--- config.mk ---
export PLATFORM = sky130hd
export DESIGN_NAME = dvi_blue_channel_tx
export DESIGN_NICKNAME = d
export VERILOG_FILES = /design/src/rtl/dvi_blue_channel_tx.sv
export SDC_FILE = /design/constraint.sdc
export NUM_CORES = 1
export LEC_CHECK = 0
export CORE_ASPECT_RATIO = 1.2
export CORE_MARGIN = 1
export CORE_UTILIZATION = 35
export CTS_CLUSTER_DIAMETER = 150
export DETAILED_ROUTE_END_ITERATION = 8
export PLACE_DENSITY_LB_ADDON = 0.12
export SYNTH_ARGS = -nofsm -noshare
export SYNTH_HDL_FRONTEND = slang
export SYNTH_SLANG_ARGS = --single-unit
--- constraint.sdc ---
create_clock -name clk -period 7.8 [get_ports clk]
set_input_delay 1.17 -clock clk [delete_from_list [all_inputs] [get_ports clk]]
set_output_delay 1.17 -clock clk [all_outputs]
set_load 0.05 [all_outputs]
--- src/rtl/dvi_blue_channel_tx.sv ---
// DVI blue-channel transmitter: raster timing, 3-stage TMDS encoder, control tokens.
// Optional macro TEST_PATTERN_EN replaces pix_b with an x^y test pattern.
module dvi_blue_channel_tx #(
    parameter int   H_ACTIVE = 640,
    parameter int   H_FP     = 16,
    parameter int   H_SYNC   = 96,
    parameter int   H_BP     = 48,
    parameter int   V_ACTIVE = 480,
    parameter int   V_FP     = 10,
    parameter int   V_SYNC   = 2,
    parameter int   V_BP     = 33,
    parameter logic HS_POL   = 1'b0,
    parameter logic VS_POL   = 1'b0
) (
    input  logic       clk,
    input  logic       rst,
    input  logic [7:0] pix_b,
    output logic [9:0] pix_x,
    output logic [9:0] pix_y,
    output logic       pix_active,
    output logic [9:0] tmds_word,
    output logic       de_o,
    output logic       hsync_o,
    output logic       vsync_o,
    output logic       frame_start
);

    localparam int H_TOT = H_ACTIVE + H_FP + H_SYNC + H_BP;
    localparam int V_TOT = V_ACTIVE + V_FP + V_SYNC + V_BP;
    localparam logic [9:0] H_LAST = 10'(H_TOT - 1);
    localparam logic [9:0] V_LAST = 10'(V_TOT - 1);
    localparam logic [9:0] H_ACT  = 10'(H_ACTIVE);
    localparam logic [9:0] V_ACT  = 10'(V_ACTIVE);
    localparam logic [9:0] HS_BEG = 10'(H_ACTIVE + H_FP);
    localparam logic [9:0] HS_END = 10'(H_ACTIVE + H_FP + H_SYNC);
    localparam logic [9:0] VS_BEG = 10'(V_ACTIVE + V_FP);
    localparam logic [9:0] VS_END = 10'(V_ACTIVE + V_FP + V_SYNC);

    function automatic logic [9:0] ctrl_token(input logic [1:0] c);
        case (c)
            2'b00:   return 10'b1101010100;
            2'b01:   return 10'b0010101011;
            2'b10:   return 10'b0101010100;
            default: return 10'b1010101011;
        endcase
    endfunction

    function automatic logic [3:0] ones8(input logic [7:0] v);
        logic [3:0] s;
        s = '0;
        for (int i = 0; i < 8; i++) s = s + {3'b000, v[i]};
        return s;
    endfunction

    // Transition-minimising stage; bit 8 records XOR (1) vs XNOR (0).
    function automatic logic [8:0] tmds_min(input logic [7:0] d);
        logic [3:0] n1;
        logic       xnor_sel;
        logic [8:0] q;
        n1       = ones8(d);
        xnor_sel = (n1 > 4'd4) || (n1 == 4'd4 && !d[0]);
        q[0]     = d[0];
        for (int i = 1; i < 8; i++) q[i] = xnor_sel ? ~(q[i-1] ^ d[i]) : (q[i-1] ^ d[i]);
        q[8]     = ~xnor_sel;
        return q;
    endfunction

    logic [9:0] h_cnt, v_cnt;

    always_ff @(posedge clk) begin
        if (rst) begin
            h_cnt <= '0;
            v_cnt <= '0;
        end else if (h_cnt == H_LAST) begin
            h_cnt <= '0;
            v_cnt <= (v_cnt == V_LAST) ? 10'd0 : v_cnt + 10'd1;
        end else begin
            h_cnt <= h_cnt + 10'd1;
        end
    end

    assign pix_x      = h_cnt;
    assign pix_y      = v_cnt;
    assign pix_active = (h_cnt < H_ACT) && (v_cnt < V_ACT);

    logic       hs_on, vs_on;
    logic [7:0] src;
    assign hs_on = (h_cnt >= HS_BEG) && (h_cnt < HS_END);
    assign vs_on = (v_cnt >= VS_BEG) && (v_cnt < VS_END);

`ifdef TEST_PATTERN_EN
    logic unused_pix_b;
    assign unused_pix_b = ^pix_b;
    assign src = pix_x[7:0] ^ pix_y[7:0];
`else
    assign src = pix_b;
`endif

    // S1: sync levels are stored as line levels so S3 can index tokens directly.
    logic       de1, hs1, vs1, fs1;
    logic [7:0] d1;

    always_ff @(posedge clk) begin
        if (rst) begin
            de1 <= 1'b0;
            hs1 <= ~HS_POL;
            vs1 <= ~VS_POL;
            fs1 <= 1'b0;
            d1  <= '0;
        end else begin
            de1 <= pix_active;
            hs1 <= hs_on ? HS_POL : ~HS_POL;
            vs1 <= vs_on ? VS_POL : ~VS_POL;
            fs1 <= (h_cnt == 10'd0) && (v_cnt == 10'd0);
            d1  <= src;
        end
    end

    // S2
    logic       de2, hs2, vs2, fs2;
    logic [8:0] qm, qm2;
    logic [3:0] n1q, n0q;
    assign qm = tmds_min(d1);

    always_ff @(posedge clk) begin
        if (rst) begin
            de2 <= 1'b0;
            hs2 <= ~HS_POL;
            vs2 <= ~VS_POL;
            fs2 <= 1'b0;
            qm2 <= '0;
            n1q <= '0;
            n0q <= '0;
        end else begin
            de2 <= de1;
            hs2 <= hs1;
            vs2 <= vs1;
            fs2 <= fs1;
            qm2 <= qm;
            n1q <= ones8(qm[7:0]);
            n0q <= 4'd8 - ones8(qm[7:0]);
        end
    end

    // S3: DC balance; cnt is the running (ones - zeros) of words sent this line.
    logic signed [4:0] cnt;
    logic signed [5:0] cnt_ext, cnt_nx, n1s, n0s;
    logic        [9:0] word_nx;

    always_comb begin
        cnt_ext = {cnt[4], cnt};
        n1s     = $signed({2'b00, n1q});
        n0s     = $signed({2'b00, n0q});
        word_nx = '0;
        cnt_nx  = cnt_ext;
        if (cnt == 5'sd0 || n1q == n0q) begin
            word_nx = {~qm2[8], qm2[8], qm2[8] ? qm2[7:0] : ~qm2[7:0]};
            cnt_nx  = cnt_ext + (qm2[8] ? (n1s - n0s) : (n0s - n1s));
        end else if ((!cnt[4] && n1q > n0q) || (cnt[4] && n0q > n1q)) begin
            word_nx = {1'b1, qm2[8], ~qm2[7:0]};
            cnt_nx  = cnt_ext + (qm2[8] ? 6'sd2 : 6'sd0) + n0s - n1s;
        end else begin
            word_nx = {1'b0, qm2[8], qm2[7:0]};
            cnt_nx  = cnt_ext - (qm2[8] ? 6'sd0 : 6'sd2) + n1s - n0s;
        end
    end

    always_ff @(posedge clk) begin
        if (rst) begin
            tmds_word   <= ctrl_token({~VS_POL, ~HS_POL});
            de_o        <= 1'b0;
            hsync_o     <= ~HS_POL;
            vsync_o     <= ~VS_POL;
            frame_start <= 1'b0;
            cnt         <= '0;
        end else begin
            de_o        <= de2;
            hsync_o     <= hs2;
            vsync_o     <= vs2;
            frame_start <= fs2;
            if (de2) begin
                tmds_word <= word_nx;
                cnt       <= cnt_nx[4:0];
            end else begin
                tmds_word <= ctrl_token({vs2, hs2});
                cnt       <= '0;
            end
        end
    end

endmodule

==> summary.txt, run 1 <==
Outcome
  – Outcome: finished clean

Clock tree
  – Total CTS buffers: 9
  – Hold Buf Count CTS: 0
  – Worst-path clk slew: 0.06 ns
  – H-tree levels: 3
  – Max Root-Sink Buffers: 2
  – CTS root buf: clkbuf_16
  – Clock tree sinks: 70
  – Resized cells post-CTS: 0
  – Setup bufs post-CTS: 0
  – Clock Latency Late Sink: 0.33 ns
  – TritonCTS clock tree: done

Timing
  – Actual slew at the worst max-slew pin: 0.805 ns
  – Unrepaired setup endpoints after global routing: no
  – Max Clk Rate: about 150 MHz
  – Slew Viols, Final: 0
  – Setup violators final: 0
  – Clock Skew: 0.00881 ns
  – Final Hold Viols: 0
  – Period utilization: 0.831
  – Fin crit period: 6.48 ns
  – Post-route setup slack: 1.32 ns
  – Hold_ws: 0.414 ns
  – Setup TNS: 0 ns
  – Rel. slew slack: 0.459

Logic synthesis
  – Mapped Nets: 476
  – Synth cell types: 55
  – Largest area contributor in the netlist: dfxtp_1
  – Gate Count Post-Synth: 411
  – Synthesized flop and latch total: 70
  – EDFF count, synth: 0
  – Top post-synthesis cells by area: dfxtp_1 (35%), ha_1 (12%), fa_1 (8.6%)
  – Synth top cells by count: dfxtp_1 (70), inv_1 (48), nor2_1 (41)
  – Syn. warnings: 0
  – Part of the Yosys area used for sequential elements: 0.354
  – Dominant synthesized flop cell: dfxtp_1
  – Top cell type's share of synthesized area: 0.354
  – Cell with the most instances after synthesis: dfxtp_1
  – Mapped Avg Cell Area: roughly 9.6 sq um
  – Mapped cell area: 0.00396 sq mm
  – Asr flop ratio synth: 0

Final layout
  – Ratio of cells with drive above 1 in the final layout: 0.0846
  – Fillers: 1100
  – Layout Nets: approximately 520
  – Area growth syn-to-layout: 22.3%
  – Inserted Diodes: 0

Global routing
  – Initial antenna violation count: 0
  – Largest net degree at the start of global routing: 50
  – First-pass GRT wire length: ~13 mm
  – GRT Overall Usage: 0.141
  – GRT overflow: 0
  – Vias in the first global route: 2726

Worst setup path
  – R2R Setup Slk: between 1 and 1.5 ns
  – CP endpoint kind: flip-flop
  – Worst setup SP type: flip-flop
  – CP required: 7.99 ns
  – R2R cell count: 23
  – Crit path kind: reg2reg
  – CP arrival: around 6.7 ns
  – Reg2reg start: d1[0]
  – Worst-path maximum fanout: 5
  – Reg2reg end: n0q[3]

Power and ir drop
  – Flop pwr share: 0.230
  – Clock network power share: 0.231
  – LEAKAGE: ~0.0021 uW
  – Switching power: 738 uW
  – Switching portion of total power: 0.391
  – PwrDens: 390 mW/mm^2
  – Maximum VDD drop: about 0.18 mV
  – Logic gate share of total power: 0.539
  – Int Pwr: between 1000 and 1500 uW

Job
  – Maxcap violations: 0

Floorplanning
  – Die area: between 0.01 and 0.015 sq mm
  – Core ar.: ~0.011 sq mm
  – Die X-Extent: 99.1 microns
  – FP Rows: 42
  – I/O Pins: 45
  – Die height: 119 microns
  – Initial Util: 0.359

Route
  – Final wirelength: 7.55 mm
  – First DRT Iteration DRCs: 128
  – Routed via count: around 2700
  – DRC errors left: 0
  – Drt via density: 4.62
  – Total iterations of the first detailed-routing run: 4
  – Antenna Nets Post-Route: 0
  – DR WL/cell: between 10 and 15 microns

Hold path
  – HP Start: vs1
  – Hold path depth: 1
  – Hold path endpoint: vs2
  – Hold Path Class: reg2reg

Placement
  – Final Wtd Congestion: slightly above 0.8
  – Post-Place Worst Slack: roughly 1.3 ns
  – Hpwl dp: about 6 mm
  – I/O Buffers: 44
routing by layer:
layer,routed length [microns],GRT usage,share of wire,up-vias
met5,0,0,0,-
met4,191,0.0699,0.025,0
met3,258,0.0337,0.034,17
met1,3530,0.178,0.47,1261
met2,3570,0.224,0.47,48
li1,-,-,-,1416
cell families (layout without fill, tap and decap cells):
group / Yosys count / count (layout) / synth area share
AND/OR/NAND/NOR: 118 / 118 / 0.159
flip-flops: 70 / 70 / 0.354
buffers and inverters: 67 / 117 / 0.0663
adder cells (fa/ha/maj): 55 / 55 / 0.206
XOR/XNOR: 50 / 50 / 0.122
AO/OA/AOI/OAI: 45 / 45 / 0.0783
multiplexers: 6 / 6 / 0.0158
flip-flops by register name, summed over array words and instances, names as in the netlist, 3 cells and up, named ones only:
name,cells
n0q,3
d1,8
pix_y,10
qm2,9
n1q,3
tmds_word,10
pix_x,10
cnt,4
critical path, cell delays in order (launching register included):
cell and delay, ns:
dfxtp_1 0.34, inv_2 0.08, fa_1 0.56, fa_1 0.45
fa_1 0.50, inv_1 0.04, ha_1 0.20, fa_1 0.44
nor3_1 0.25, o21ai_0 0.13, a21oi_2 0.32, xor2_1 0.26
fa_1 0.48, xor2_1 0.18, ha_1 0.30, fa_1 0.49
ha_1 0.16, inv_1 0.06, fa_1 0.49, nand2_1 0.12
nor2_1 0.05, mux2_2 0.25, a22oi_1 0.15, nor2_1 0.06
final cells by class:
| type | count | area (sq um) | share of cell area |
|---|---|---|---|
| Timing Repair Buffer | 45 | 448 | 0.0925 |
| Multi-Input combinational cell | 274 | 2300 | 0.474 |
| Tap cell | 132 | 165 | 0.0341 |
| Clock buffer | 9 | 225 | 0.0465 |
| Inverter | 56 | 210 | 0.0434 |
| Clock inverter | 7 | 96.3 | 0.0199 |
| Sequential cell | 70 | 1400 | 0.289 |
worst max-delay path by stage:
stage	start	endpoint	slack [ns]
global placement	d1[0]	n0q[3]	1.57
floorplan	d1[0]	n0q[3]	1.73
detailed placement	d1[0]	n0q[3]	1.35
global route	d1[0]	n0q[3]	1.01
finish	d1[0]	n0q[3]	1.32
CTS	d1[0]	n0q[3]	1.34
layout by cell type (no fill, tap or decap), drive strengths merged, types with 3 or more instances in the layout:
| cell type | netlist | layout |
|---|---|---|
| a21o | 4 | 4 |
| a21oi | 16 | 16 |
| and3 | 5 | 5 |
| and4 | 3 | 3 |
| clkbuf | 5 | 9 |
| clkdlybuf4s50 | 0 | 44 |
| clkinv | 0 | 3 |
| dfxtp | 70 | 70 |
| fa | 17 | 17 |
| ha | 38 | 38 |
| inv | 56 | 58 |
| mux2i | 4 | 4 |
| nand2 | 11 | 11 |
| nand3 | 8 | 8 |
| nand4 | 3 | 3 |
| nor2 | 41 | 41 |
| nor2b | 18 | 18 |
| nor3 | 11 | 11 |
| nor3b | 3 | 3 |
| nor4 | 3 | 3 |
| o21ai | 10 | 10 |
| or2 | 6 | 6 |
| xnor2 | 31 | 31 |
| xor2 | 18 | 18 |
stage by stage:
stage / cell area [sq um] / power, uW / util / std cells
after floorplan: 3960 / 1270 / - / 411
after global placement: 4520 / 1460 / 0.410 / 577
after detailed placement: 4520 / 1470 / 0.410 / 577
after CTS: 4840 / 1920 / 0.439 / 593
after global routing: 4840 / 2080 / 0.439 / 593
final: 4840 / 1890 / 0.439 / 593
power groups by stage:
| stage | clock, uW | combinational [uW] | sequential [uW] |
|---|---|---|---|
| 2_1_floorplan | 0 | 823 | 448 |
| 3_3_place_gp | 0 | 1010 | 443 |
| 3_5_place_dp | 0 | 1030 | 443 |
| 4_1_cts | 449 | 1040 | 435 |
| 5_1_grt | 466 | 1170 | 440 |
| 6_report | 435 | 1020 | 434 |
Power figures use the tool's default switching activity.
==> run 2: changes to the inputs <==
Clock period 7.8 ns to 6.5 ns, I/O delays scaled along.
==> run 2 against run 1 <==
Non-clock buffer count up 3. Clock power about the same. Combinational power up 25%. Die area unchanged. Clock skew about the same. Wire length up 2.4%. Worst hold slack worse by 0.00071 ns. Setup slack worse by 1.1 ns. First-iteration DRC count up 0.78%. Flip-flop and latch count unchanged. Utilization down 0.15 points. Critical endpoint unchanged.
==> summary.txt, run 2 (same netlist as run 1, synthesis figures left out) <==
Worst setup path
  – Reg2reg end: n0q[3]
  – CP endpoint kind: flip-flop
  – Critical Path Max Stage Delay: 0.56 ns (about the same)
  – CP required: 6.70 ns (-1.29 ns)
  – R2R Setup Slk: 0.25 ns (-1.07 ns)
  – Worst-path maximum fanout: 5 (unchanged)
  – CP cell instances: inv_2 -> fa_1 -> fa_1 -> fa_1 -> inv_1 -> ha_1 -> fa_1 -> nor3_2 -> o21ai_0 -> a21oi_2 -> buf_4 -> xor2_2 -> fa_1 -> xor2_1 -> ha_1 -> fa_1 -> ha_1 -> inv_1 -> fa_2 -> nand2_2 -> mux2_2 -> a22oi_1 -> nor2_1
  – CP arrival: 6.45 ns (-0.23 ns)
  – R2R cell count: 23 (unchanged)
  – Most Frequent Cell on Critical Path: fa_1
  – Reg2reg start: d1[0]
  – Slowest stage cell, crit path: fa_2
  – Crit path kind: reg2reg
  – Worst setup SP type: flip-flop

Placement
  – Hpwl dp: 5.92 mm (+1.2%)
  – Placed instance count: 577 (unchanged)
  – I/O Buffers: 44 (unchanged)
  – Final Wtd Congestion: 0.817 (about the same)

Final layout
  – Inserted Diodes: 0 (unchanged)
  – Layout Nets: 524 (+0.58%)
  – Post-layout util: 0.438 (-0.00147)
  – Fin cells: 595 (+0.34%)
  – Fillers: 1119 (+1.7%)
  – Commonest non-fill, non-tap cells in the layout: dfxtp_1 (70), inv_1 (48), clkdlybuf4s50_1 (44), nor2_1 (41), ha_1 (38)
  – Leading cell type in the layout, fill and taps excluded: dfxtp_1
  – Area growth syn-to-layout: 21.9%
  – Ratio of cells with drive above 1 in the final layout: 0.0950 (+0.0104)

Job
  – Maxcap violations: 0 (unchanged)

Route
  – Total iterations of the first detailed-routing run: 4 (unchanged)
  – Routed via count: 2810 (+2.5%)
  – Drt via density: 4.72 (+2.1%)
  – DRC errors left: 0 (unchanged)
  – First DRT Iteration DRCs: 129 (+0.78%)
  – DR WL/cell: 13.0 microns (+2.0%)
  – Antenna Nets Post-Route: 0 (unchanged)
  – Final wirelength: 7.73 mm (+2.4%)

Hold path
  – HP Start: hs1
  – Hold Path Class: reg2reg
  – Hold path endpoint: hs2
  – Hold path depth: 1 (unchanged)

Clock tree
  – Max Root-Sink Buffers: 2 (unchanged)
  – CTS root buf: clkbuf_16
  – Clock Latency Late Sink: 0.33 ns (about the same)
  – Worst-path clk slew: 0.06 ns (about the same)
  – Total CTS buffers: 9 (unchanged)
  – TritonCTS clock tree: done
  – H-tree levels: 3 (unchanged)
  – Clock tree sinks: 70 (unchanged)

Outcome
  – Outcome: finished clean

Floorplanning
  – Die area: 0.0118 sq mm (unchanged)
  – Die height: 119 microns (unchanged)
  – Core ar.: 0.0110 sq mm (unchanged)
  – Initial Util: 0.359 (unchanged)
  – Die X-Extent: 99.1 microns (unchanged)
  – I/O Pins: 45 (unchanged)
  – FP Rows: 42 (unchanged)

Global routing
  – GRT overflow: 0 (unchanged)
  – GRT Overall Usage: 0.145 (+0.00456)
  – Largest net degree at the start of global routing: 50 (unchanged)
  – Initial antenna violation count: 0 (unchanged)
  – First-pass GRT wire length: 13.3 mm (+2.8%)
  – Vias in the first global route: 2785 (+2.2%)

Timing
  – Rel. slew slack: 0.456 (-0.00326)
  – Fin crit period: 6.25 ns (-0.231 ns)
  – Hold_ws: 0.413 ns (-0.000714 ns)
  – Actual slew at the worst max-slew pin: 0.810 ns (+0.00486 ns)
  – Clock Skew: 0.00842 ns (-0.000396 ns)
  – Final Hold Viols: 0 (unchanged)
  – Slew Viols, Final: 0 (unchanged)
  – Setup violators final: 0 (unchanged)
  – Period utilization: 0.962 (+0.131)
  – Max Clk Rate: 160 MHz (+3.7%)

Power and ir drop
  – Maximum VDD drop: 0.225 mV (+28%)
  – LEAKAGE: 0.00205 uW (-0.83%)
  – PwrDens: 460 mW/mm^2 (+18%)
[run 2: worst max-delay path: cells and delay by family (launching register included)]
family                     cells  cell delay, ns
muxes                          1            0.26
and+or+nand+nor                3            0.32
AOI/OAI and AO/OA              3            0.39
DFF                            1            0.34
buffers and inverters          4            0.34
adders and majority gates     10            4.09
xor gates and xnor gates       2            0.36
[run 2: metal layers]
layer | vias up | wire length, microns | part of all wire | global-route usage
li1 | 1422 | - | - | -
met1 | 1333 | 3480 | 0.45 | 0.179
met2 | 40 | 3830 | 0.50 | 0.236
met3 | 15 | 236 | 0.031 | 0.0378
met4 | 0 | 178 | 0.023 | 0.0680
met5 | - | 0 | 0 | 0
[run 2: timing repair]
| item | in CTS | in global routing |
|---|---|---|
| gates resized for setup | 0 | 5 |
| endpoints found under the setup margin | 0 | 3 |
| hold buffers | 0 | 0 |
| setup buffers | 0 | 3 |
[run 2: worst max-delay path by stage]
stage          start      to  cells past startpoint
2_1_floorplan  d1[0]  n0q[3]                     23
3_3_place_gp   d1[0]  n0q[3]                     23
3_5_place_dp   d1[0]  n0q[3]                     23
4_1_cts        d1[0]  n0q[3]                     23
5_1_grt        d1[0]  n0q[3]                     23
6_report       d1[0]  n0q[3]                     23
[run 2: layout make-up]
class	instances	area, sq um	share of cell area
clock buffers	11	233	0.0482
clock inverters	4	25.0	0.00518
inverters	56	210	0.0435
multi-input cells	274	2320	0.481
flip-flops and latches	70	1400	0.290
well taps	132	165	0.0342
repair buffers	48	470	0.0974
[run 2: report_power, final]
part | switching (uW) | total [uW] | internal (uW)
Sequential | 45.1 | 522 | 477
Clock | 178 | 433 | 255
Combinational | 681 | 1270 | 586
Total | 905 | 2220 | 1320
[run 2: metrics by stage]
stage                     total power (uW)  cell area, sq um  setup TNS [ns]  worst slack, ns
after floorplan                       1530              3960               0            0.426
after global placement                1750              4520               0            0.274
after detailed placement              1780              4520               0           0.0484
after CTS                             2220              4780               0           0.0578
after global routing                  2460              4830         -0.0854          -0.0854
final                                 2220              4830               0            0.248
==> run 3: changes to the inputs <==
Settings changed: SKIP_CTS_REPAIR_TIMING from default to 1.
==> results of run 3 <==
The final DEF is identical to that of run 2; final timing and power are the same.
